<file path="src/rtl/burst_memory.sv">
// Register-file scratch memory with burst read/write access.
// A single request moves 1..2^L consecutive words; the address wraps modulo 2^M.
module burst_memory #(
  parameter int N = 8,
  parameter int M = 4,
  parameter int L = 2
) (
  input  logic         Clock,
  input  logic         ResetN,
  input  logic         Start,
  input  logic         RW,
  input  logic [M-1:0] Address,
  input  logic [L-1:0] Length,
  input  logic [N-1:0] WData,
  input  logic         WValid,
  output logic [N-1:0] RData,
  output logic         RValid,
  output logic         Busy,
  output logic         Done
);

  localparam int DEPTH = 1 << M;

  typedef enum logic [1:0] {
    IDLE,
    READ,
    WRITE,
    DONE
  } state_t;

  state_t       state;
  logic [M-1:0] ptr;
  logic [L-1:0] cnt;
  logic [N-1:0] mem [DEPTH];

  // Burst sequencer and storage share one process so every output stays registered.
  // RValid and Done default low, so each is only high for the cycle after the edge that set it.
  always_ff @(posedge Clock or negedge ResetN) begin
    if (!ResetN) begin
      state  <= IDLE;
      ptr    <= '0;
      cnt    <= '0;
      RData  <= '0;
      RValid <= 1'b0;
      Busy   <= 1'b0;
      Done   <= 1'b0;
      for (int i = 0; i < DEPTH; i++) begin
        mem[i] <= '0;
      end
    end else begin
      RValid <= 1'b0;
      Done   <= 1'b0;
      case (state)
        IDLE: begin
          if (Start) begin
            ptr   <= Address;
            cnt   <= Length;
            Busy  <= 1'b1;
            state <= RW ? WRITE : READ;
          end
        end
        READ: begin
          RData  <= mem[ptr];
          RValid <= 1'b1;
          ptr    <= ptr + 1'b1;
          if (cnt == '0) begin
            state <= DONE;
            Done  <= 1'b1;
          end else begin
            cnt <= cnt - 1'b1;
          end
        end
        WRITE: begin
          // A cycle without WValid is a stall: pointer and count hold.
          if (WValid) begin
            mem[ptr] <= WData;
            ptr      <= ptr + 1'b1;
            if (cnt == '0) begin
              state <= DONE;
              Done  <= 1'b1;
            end else begin
              cnt <= cnt - 1'b1;
            end
          end
        end
        DONE: begin
          Busy  <= 1'b0;
          state <= IDLE;
        end
        default: begin
          Busy  <= 1'b0;
          state <= IDLE;
        end
      endcase
    end
  end

endmodule

</file>
<file path="config.mk">
export PLATFORM = sky130hd
export DESIGN_NAME = burst_memory
export DESIGN_NICKNAME = d
export VERILOG_FILES = /design/src/rtl/burst_memory.sv
export SDC_FILE = /design/constraint.sdc
export NUM_CORES = 1
export LEC_CHECK = 0
export BUFFER_PORTS_ARGS = -buffer_cell sky130_fd_sc_hd__buf_2
export CAP_MARGIN = 20
export CORE_AREA = 2 2 129 163
export DETAILED_ROUTE_END_ITERATION = 10
export DIE_AREA = 0 0 131 165
export PLACE_DENSITY = 0.56
export SYNTH_ARGS = -nofsm -noshare
export SYNTH_HDL_FRONTEND = slang
export SYNTH_SLANG_ARGS = --single-unit
</file>
<file path="constraint.sdc">
create_clock -name Clock -period 5.66 [get_ports Clock]
set_input_delay 1.698 -clock Clock [delete_from_list [all_inputs] [get_ports Clock]]
set_output_delay 1.698 -clock Clock [all_outputs]
set_load 0.005 [all_outputs]
</file>
Word-level counts from Yosys, hierarchy flattened --
Cells that the tools add are included.
Storage, ports and cells: memories kept 0, flip-flop bits (word level) 147, input port bits 19, memory bits (read-only) 0, latch bits 0, RAM bits 0, output and inout bits 11
Cells by class: $lt $le $gt $ge 2, divide/modulo/power cells 0, $add $sub $neg 2, bitwise logic cells 1, muxes and demuxes 24, reduce and logical (&&, ||, !) cells 9, shifts and indexed selects 0, equal/unequal tests 5, multiply operators 0
Operators by type and width (count):
- $bwmux 128 | 1
- $bmux 8 s4 | 1
- $demux 8 s4 | 1
- $mux 8 | 3
- $mux 2 | 7
- $pmux 4 s3 | 1
- $mux 4 | 2
- $pmux 2 s4 | 1
- $pmux 2 s3 | 1
- $reduce_and 2->1 | 3
- $ge 5x5->1 const B | 1
- $lt 5x1->1 const B | 1
- $not 4->5 | 1
- $add 4x1->4 const B | 1
- $eq 2x2->1 const B | 2
- $logic_not 2->1 | 2
- $mux 1 | 4
- $ne 2x2->1 const B | 2
- $pmux 1 s2 | 2
- $reduce_and 3->1 | 1
- $reduce_bool 3->1 | 1
- $eq 2x1->1 const B | 1
- $reduce_bool 2->1 | 1
- $sub 2x1->2 const B | 1
- $logic_and 1x1->1 | 1

Logic depth before layout (Yosys ltp) --
Gate-level depths: netlist of the first run.
depth in word-level cells 6, gate-level depth with buffers 9, mapped depth without buffers 6

Worst setup path before layout of the first run --
OpenSTA, ideal clock, no wires.
path kind in2reg, start input WValid, end register mem[120] (netlist name), data required time 5.533 ns, slack 2.942 ns, stages on the path 4, library setup time 0.127 ns, arrival 2.591 ns, cells stage by stage nand3_1 -> nand2b_1 -> clkbuf_1 -> mux2_1
On the way: word-level cells in the longest chain between the ends 1
Ends and longest elaborated chain:
- from (decl) | line 15 | input logic WValid,
- $reduce_and 2->1 (no line)
- to (signal, indexed assignment) | line 76 | mem[ptr] <= WData;
- to (decl) | line 34 | logic [N-1:0] mem [DEPTH];
No other way between the ends. A chain may end at the register's enable or synchronous reset.

Final worst setup path of the first run --
start input WValid, end register mem[90] (netlist name)
The elaborated chain is that of the path after synthesis.

==> flow_metrics.env, run 1 <==
export IMPL_clk_latency_ns=0.42
export IMPL_power_frac_seq=0.403
export IMPL_power_density_mw_per_mm2=559.3
export IMPL_slew_violations=0
export IMPL_cts_buffers_inserted=17
export IMPL_most_common_layout_cells="146 x dfrtp_1, 76 x mux2_2, 58 x mux2_1, 28 x buf_2, 22 x mux2i_1"
export IMPL_crit_family="simple AND/OR/NAND/NOR gates"
export IMPL_clock_sinks=147
export IMPL_synth_area_top_cells="dfrtp_1 53%, mux2_2 12%, mux2_1 9.4%"
export IMPL_crit_fanout=8
export IMPL_num_vias=4202
export IMPL_drt_total_wl_um=16340
export IMPL_hold_violations=0
export IMPL_grt_ovfl_total=0
export IMPL_vias_per_cell=5.207
export IMPL_cts_root_buf="clkbuf_16"
export IMPL_fin_skew_ns=0.007720
export IMPL_globalRouteTotalUtil=0.1636
export IMPL_worst_setup_path_end_kind="register"
export IMPL_syn_area_mm2=0.006939
export IMPL_worst_pin_slew_ns=0.6376
export IMPL_cpMaxStageDelayCell="nor2_2"
export IMPL_start_util=0.3477
export IMPL_final_common_cell="dfrtp_1"
export IMPL_power_frac_comb=0.352
export IMPL_antennaDiodeCount=0
export IMPL_crit_cells=4
export IMPL_core_area_mm2=0.01996
export IMPL_path_clk_slew_ns=0.05
export IMPL_cp_endpoint="mem[90]"
export IMPL_drv_cap=0
export IMPL_syn_num_nets=534
export IMPL_crit_path_cell_trace="buf_2 > nand3_1 > nor2_2 > mux2_2"
export IMPL_grt_pass1_wl_um=26120
export IMPL_grt_max_degree=61
export IMPL_cts_tree="built"
export IMPL_p_sw_mw=1.435
export IMPL_path_buf_inv=1
export IMPL_rows=58
export IMPL_dpl_cell_count=778
export IMPL_io_pins=30
export IMPL_ant_nets=0
export IMPL_wire_per_inst_um=20.25
export IMPL_worstReg2RegStart="ptr[0]"
export IMPL_postSynthCellCount=505
export IMPL_reg2reg_setup_slack_ns=3.03
export IMPL_slowest_delay_ns=0.56
export IMPL_p_clk_frac=0.245
export IMPL_holdWs_ns=0.4843
export IMPL_slew_headroom=0.5745
export IMPL_period_minus_slack_ns=2.751
export IMPL_drive_gt1_frac=0.3166
export IMPL_areaGrowthSynthToFinish_pct=13.43
export IMPL_setup_tns_final_ns=0
export IMPL_required_ns=5.96
export IMPL_clock_tree_htree_level_count=4
export IMPL_ys_ff_latch=147
export IMPL_synth_warnings=0
export IMPL_drtIter0Drc=185
export IMPL_die_w_um=131
export IMPL_synth_cell_type_count=44
export IMPL_drtPass1Iterations=4
export IMPL_status="finished clean"
export IMPL_setup_viol=0
export IMPL_grt_pass1_vias=4446
export IMPL_final_period_utilization=0.4860
export IMPL_yosysSeqAreaShare=0.5301
export IMPL_syn_area_per_cell_um2=13.74
export IMPL_cts_max_path_buffers=2
export IMPL_final_cells=807
export IMPL_post_cts_resize_count=0
export IMPL_port_buffers=29
export IMPL_worstPathArrival_ns=3.05
export IMPL_yosysTopAreaCell="dfrtp_1"
export IMPL_nNetsFinal=556
export IMPL_antenna_found_initial=0
export IMPL_regToRegEndpoint="mem[90]"
export IMPL_die_area_mm2=0.02162
export IMPL_dieHeight_um=165
export IMPL_ir_worst_vdd_v=0.0002074
export IMPL_synth_top_area_frac=0.5301
export IMPL_hold_class="reg2reg"
export IMPL_rsz0062_at_grt="no"
export IMPL_post_dp_hpwl_um=10830
export IMPL_crit_start="WValid"
export IMPL_gp_congestion=0.7730
export IMPL_drc=0
export IMPL_postCtsSetupBuffers=0
export IMPL_worstSetupPathType="in2reg"
export IMPL_postCtsHoldBufs=0
export IMPL_start_kind="primary input"
export IMPL_r2r_cells=6
export IMPL_max_clock_freq_mhz=363.5
export IMPL_p_int_mw=2.967
export IMPL_p_sw_frac=0.3260
export IMPL_p_leak_nw=3.562
==> worst register-to-register path, delay by kind of cell, from the launching register on <==
kind	cells	cell delay, ns
mux	1	0.41
fa+ha+maj	1	0.25
buf+inv	2	0.75
flops	1	0.36
simple gates	2	0.74
==> cells in the mapped netlist <==
cell	number
a211oi_1	1
a21o_1	1
a21oi_1	9
a221oi_1	2
a22o_1	1
a22oi_1	1
a31oi_1	5
and2_1	3
and3_1	2
buf_1	2
buf_12	1
buf_2	8
buf_4	3
buf_6	1
clkbuf_1	18
dfrtp_1	147
ha_1	10
inv_1	7
mux2_1	58
mux2_2	76
mux2i_1	22
mux4_1	2
mux4_2	17
nand2_1	17
nand2_2	3
nand2b_1	8
nand3_1	7
nand3b_1	1
nand4_1	1
nand4b_1	1
nor2_1	13
nor2_2	9
nor2b_1	9
nor3_1	4
nor4_1	3
o211ai_1	1
o21ai_0	11
o21ai_1	3
o221a_2	2
o221ai_1	7
o32a_1	4
o32ai_1	1
or2_1	1
or3_1	2
==> power groups by stage <==
stage | clock [mW] | combinational [mW] | sequential [mW]
after floorplan | 0 | 1.25 | 1.68
after global placement | 0 | 1.52 | 1.77
after detailed placement | 0 | 1.56 | 1.80
after CTS | 1.11 | 1.57 | 1.78
after global routing | 1.16 | 1.71 | 1.83
final | 1.08 | 1.55 | 1.77
==> worst min path at each step <==
stage | from | to | slack, ns | cells past startpoint
after floorplan | mem[18] | mem[18] | 0.46 | 1
after CTS | mem[2] | mem[2] | 0.49 | 1
after global placement | mem[103] | mem[103] | 0.47 | 1
final | mem[2] | mem[2] | 0.48 | 1
after global routing | mem[5] | mem[5] | 0.50 | 1
after detailed placement | mem[2] | mem[2] | 0.48 | 1
==> flip-flops by register name (all words and copies together) (netlist names) <==
register / count
Busy: 1
mem: 128
state: 2
RData: 8
RValid: 1
Done: 1
ptr: 4
cnt: 2
==> kinds of logic (layout without fill, tap and decap cells) <==
family                   Yosys count  in the layout  share of synthesized area
AO/OA/AOI/OAI                     49             49                    0.04832
adder cells (fa/ha/maj)           10             10                    0.01803
buffers and inverters             40             72                    0.02813
flip-flops                       147            147                     0.5301
multiplexers                     175            175                     0.3119
AND/OR/NAND/NOR                   84             84                    0.06347
==> layout make-up <==
| class | count | area, um2 |
|---|---|---|
| clock buffer | 23 | 478.0 |
| sequential | 147 | 3680 |
| tap | 270 | 337.8 |
| fill | 1860 | 12090 |
| inverter | 7 | 26.28 |
| multi-input combinational | 318 | 3065 |
| timing repair buffer | 36 | 203.9 |
| clock inverter | 6 | 80.08 |
==> through the flow <==
stage | power, mW | util | setup slack, ns | area [um2]
after detailed placement | 3.358 | 0.3665 | 2.458 | 7313
after CTS | 4.460 | 0.3944 | 2.897 | 7871
after floorplan | 2.923 | - | 2.942 | 6939
final | 4.402 | 0.3944 | 2.909 | 7871
after global placement | 3.293 | 0.3665 | 2.468 | 7313
after global routing | 4.702 | 0.3944 | 2.871 | 7871
==> routing by layer <==
layer  routed length, um  track usage  vias to the layer above
li1                    -            -                     1882
met1                7248       0.2138                     2226
met2                8336       0.2725                       77
met3                 521      0.02851                       17
met4                 237      0.05754                        0
met5                   0            0                        -
Power figures use the tool's default switching activity.
==> run 2: changes to the inputs <==
--- a/config.mk
+++ b/config.mk
@@ -5,11 +5,12 @@
 export SDC_FILE = /design/constraint.sdc
 export NUM_CORES = 1
 export LEC_CHECK = 0
+export ABC_AREA = 1
 export BUFFER_PORTS_ARGS = -buffer_cell sky130_fd_sc_hd__buf_2
 export CAP_MARGIN = 20
-export CORE_AREA = 2 2 129 163
+export CORE_AREA = 2 2 132 166
 export DETAILED_ROUTE_END_ITERATION = 10
-export DIE_AREA = 0 0 131 165
+export DIE_AREA = 0 0 134 168
 export PLACE_DENSITY = 0.56
 export SYNTH_ARGS = -nofsm -noshare
 export SYNTH_HDL_FRONTEND = slang
==> constraint.sdc (replaced) <==
create_clock -name Clock -period 2.75 [get_ports Clock]
set_input_delay 0.825 -clock Clock [delete_from_list [all_inputs] [get_ports Clock]]
set_output_delay 0.825 -clock Clock [all_outputs]
set_load 0.005 [all_outputs]
==> run 2 against run 1 <==
Net effect: non-clock buffer count rose by 9; cell area rose by 2.2%; synthesized cell count rose by 83%; register-to-register slack got worse by 2.3 ns; die area rose by 4.1%; sequential power rose by 98%; combinational power rose by 140%; critical endpoint is now mem[15]; largest cell class unchanged.
==> flow_metrics.env, run 2 <==
export IMPL_status="finished clean"
export IMPL_clk_latency_ns=0.43
export IMPL_top_regs="mem (128), RData (8), ptr (4)"
export IMPL_slew_headroom=0.5069
export IMPL_drtPass1Iterations=5
export IMPL_nFillCells=2217
export IMPL_most_common_layout_cells="311 x nand2_1, 146 x dfrtp_1, 103 x o21ai_0, 98 x inv_1, 66 x nand3_1"
export IMPL_required_ns=3.08
export IMPL_clock_tree_htree_level_count=4
export IMPL_post_dp_hpwl_um=12180
export IMPL_ant_nets=0
export IMPL_p_sw_mw=3.793
export IMPL_p_leak_nw=3.940
export IMPL_drive_gt1_frac=0.1004
export IMPL_setup_tns_final_ns=0
export IMPL_antenna_found_initial=0
export IMPL_period_minus_slack_ns=2.009
export IMPL_wire_per_inst_um=15.21
export IMPL_die_area_mm2=0.02251
export IMPL_core_area_mm2=0.02110
export IMPL_setup_viol=0
export IMPL_port_buffers=29
export IMPL_synth_edff_count=0
export IMPL_largest_reg_flops=128
export IMPL_slew_violations=0
export IMPL_worstSetupPathType="reg2reg"
export IMPL_worstPathArrival_ns=2.34
export IMPL_syn_area_per_cell_um2=7.830
export IMPL_max_clock_freq_mhz=497.8
export IMPL_yosysTopAreaCell="dfrtp_1"
export IMPL_worst_pin_slew_ns=0.7388
export IMPL_grt_pass1_wl_um=30930
export IMPL_syn_num_nets=952
export IMPL_cts_max_path_buffers=2
export IMPL_start_kind="register"
export IMPL_grt_max_degree=52
export IMPL_synth_xor_area_frac=0.001212
export IMPL_synth_area_top_cells="dfrtp_1 51%, nand2_1 16%, o21ai_0 7.1%"
export IMPL_worst_setup_path_end_kind="register"
export IMPL_drc=0
export IMPL_placement_cell_area_mm2=0.007525
export IMPL_rows=60
export IMPL_drt_total_wl_um=18630
export IMPL_cts_tree="built"
export IMPL_drtIter0Drc=464
export IMPL_postCtsHoldBufs=0
export IMPL_synth_compound_area_share=0.1160
export IMPL_grt_pass1_vias=5579
export IMPL_muxShareOfSynthArea=0
export IMPL_grt_ovfl_total=0
export IMPL_cts_buffers_inserted=17
export IMPL_cts_root_buf="clkbuf_16"
export IMPL_postCtsSetupBuffers=0
export IMPL_ys_ff_latch=147
export IMPL_top_register="mem"
export IMPL_die_w_um=134
export IMPL_path_clk_slew_ns=0.06
export IMPL_post_cts_resize_count=0
export IMPL_power_frac_comb=0.398
export IMPL_nNetsFinal=964
export IMPL_final_common_cell="nand2_1"
export IMPL_power_mw=9.361
export IMPL_antennaDiodeCount=0
export IMPL_power_frac_seq=0.375
export IMPL_dieHeight_um=168
export IMPL_drv_cap=0
export IMPL_syn_area_mm2=0.007227
export IMPL_io_pins=30
export IMPL_synth_warnings=0
export IMPL_yosys_area_share_simple=0.2564
export IMPL_synth_top_area_frac=0.5090
export IMPL_yosysSeqAreaShare=0.5090
export IMPL_synth_top_flop_cell="dfrtp_1"
export IMPL_rsz0062_at_grt="no"
export IMPL_finalInstanceArea_mm2=0.008044
export IMPL_synth_common_cells="311 x nand2_1, 147 x dfrtp_1, 103 x o21ai_0"
export IMPL_synth_top_family_by_area="simple AND/OR/NAND/NOR gates"
export IMPL_p_int_mw=5.568
export IMPL_start_util=0.3426
export IMPL_p_sw_frac=0.4052
export IMPL_postSynth_asyncResetShare=1.000
export IMPL_synth_cell_type_count=24
export IMPL_yosysMostFrequentCell="nand2_1"
export IMPL_postSynthCellCount=923
export IMPL_final_period_utilization=0.7305
export IMPL_fin_skew_ns=0.009284
export IMPL_p_clk_frac=0.227
export IMPL_ir_worst_vdd_v=0.0004287
export IMPL_power_density_mw_per_mm2=1164
export IMPL_globalRouteTotalUtil=0.1783
export IMPL_gp_congestion=0.8000
export IMPL_vias_per_cell=4.752
export IMPL_clock_sinks=147
export IMPL_synth_adder_area_share=0.01731
export IMPL_hold_class="in2async"
export IMPL_areaGrowthSynthToFinish_pct=11.31
export IMPL_crit_fanout=32
export IMPL_num_vias=5821
export IMPL_hold_violations=0
-- run 2: routing by layer --
layer / GRT usage / share of wire / wire (um) / vias up
met3: 0.02921 / 0.028 / 525 / 29
li1: - / - / - / 2909
met5: 0 / 0 / 0 / -
met2: 0.2858 / 0.48 / 8927 / 94
met1: 0.2407 / 0.47 / 8784 / 2789
met4: 0.07169 / 0.021 / 394 / 0
-- run 2: logic make-up after synthesis --
logic type	count (synthesis)
AO/OA/AOI/OAI	163
XOR/XNOR	1
adder cells (fa/ha/maj)	10
buffers and inverters	155
flip-flops	147
AND/OR/NAND/NOR	447
-- run 2: layout make-up --
class                           count  area [um2]  area share
Inverter                          103       386.6     0.04806
Tap cell                          279       349.1     0.04340
Timing Repair Buffer               45       284.0     0.03531
Sequential cell                   147        3680      0.4575
Clock buffer                       24       461.7     0.05740
Clock inverter                      6       57.56    0.007155
Multi-Input combinational cell    621        2825      0.3512
-- run 2: path summary, 6_finish.rpt --
| kind | startpoint | end | slack (ns) | depth (start not counted) |
|---|---|---|---|---|
| worst min-delay path | ResetN | mem[26] | 0.31 | 1 |
| min in group Clock | mem[88] | mem[88] | 0.48 | 2 |
| max in group asynchronous | ResetN | mem[47] | 1.74 | 2 |
| worst max-delay path | ptr[1] | mem[15] | 0.74 | 6 |
| worst min register to register | mem[88] | mem[88] | 0.48 | 2 |
| worst max register to register | ptr[1] | mem[15] | 0.74 | 6 |
-- run 2: stage by stage --
stage,hold WS (ns),utilization,setup slack (ns),instances
floorplan,0.4478,-,1.035,923
global placement,0.4636,0.3567,0.7919,1195
detailed placement,0.4688,0.3567,0.7578,1195
CTS,0.3307,0.3813,0.7496,1225
global route,0.3333,0.3813,0.5649,1225
finish,0.3131,0.3813,0.7412,1225
-- run 2: power by group through the flow --
| stage | sequential (mW) | combinational [mW] | clock [mW] |
|---|---|---|---|
| after floorplan | 3.42 | 2.80 | 0 |
| after global placement | 3.52 | 3.70 | 0 |
| after detailed placement | 3.54 | 3.75 | 0 |
| after CTS | 3.51 | 3.77 | 2.16 |
| after global routing | 3.62 | 4.33 | 2.26 |
| final | 3.51 | 3.73 | 2.13 |
-- run 2: critical path, stage by stage, from the launching register on --
cell and delay, ns:
dfrtp_1 0.42, buf_4 0.40, ha_1 0.22, inv_1 0.06
nor2_4 0.19, nand2_1 0.31, o21ai_0 0.30
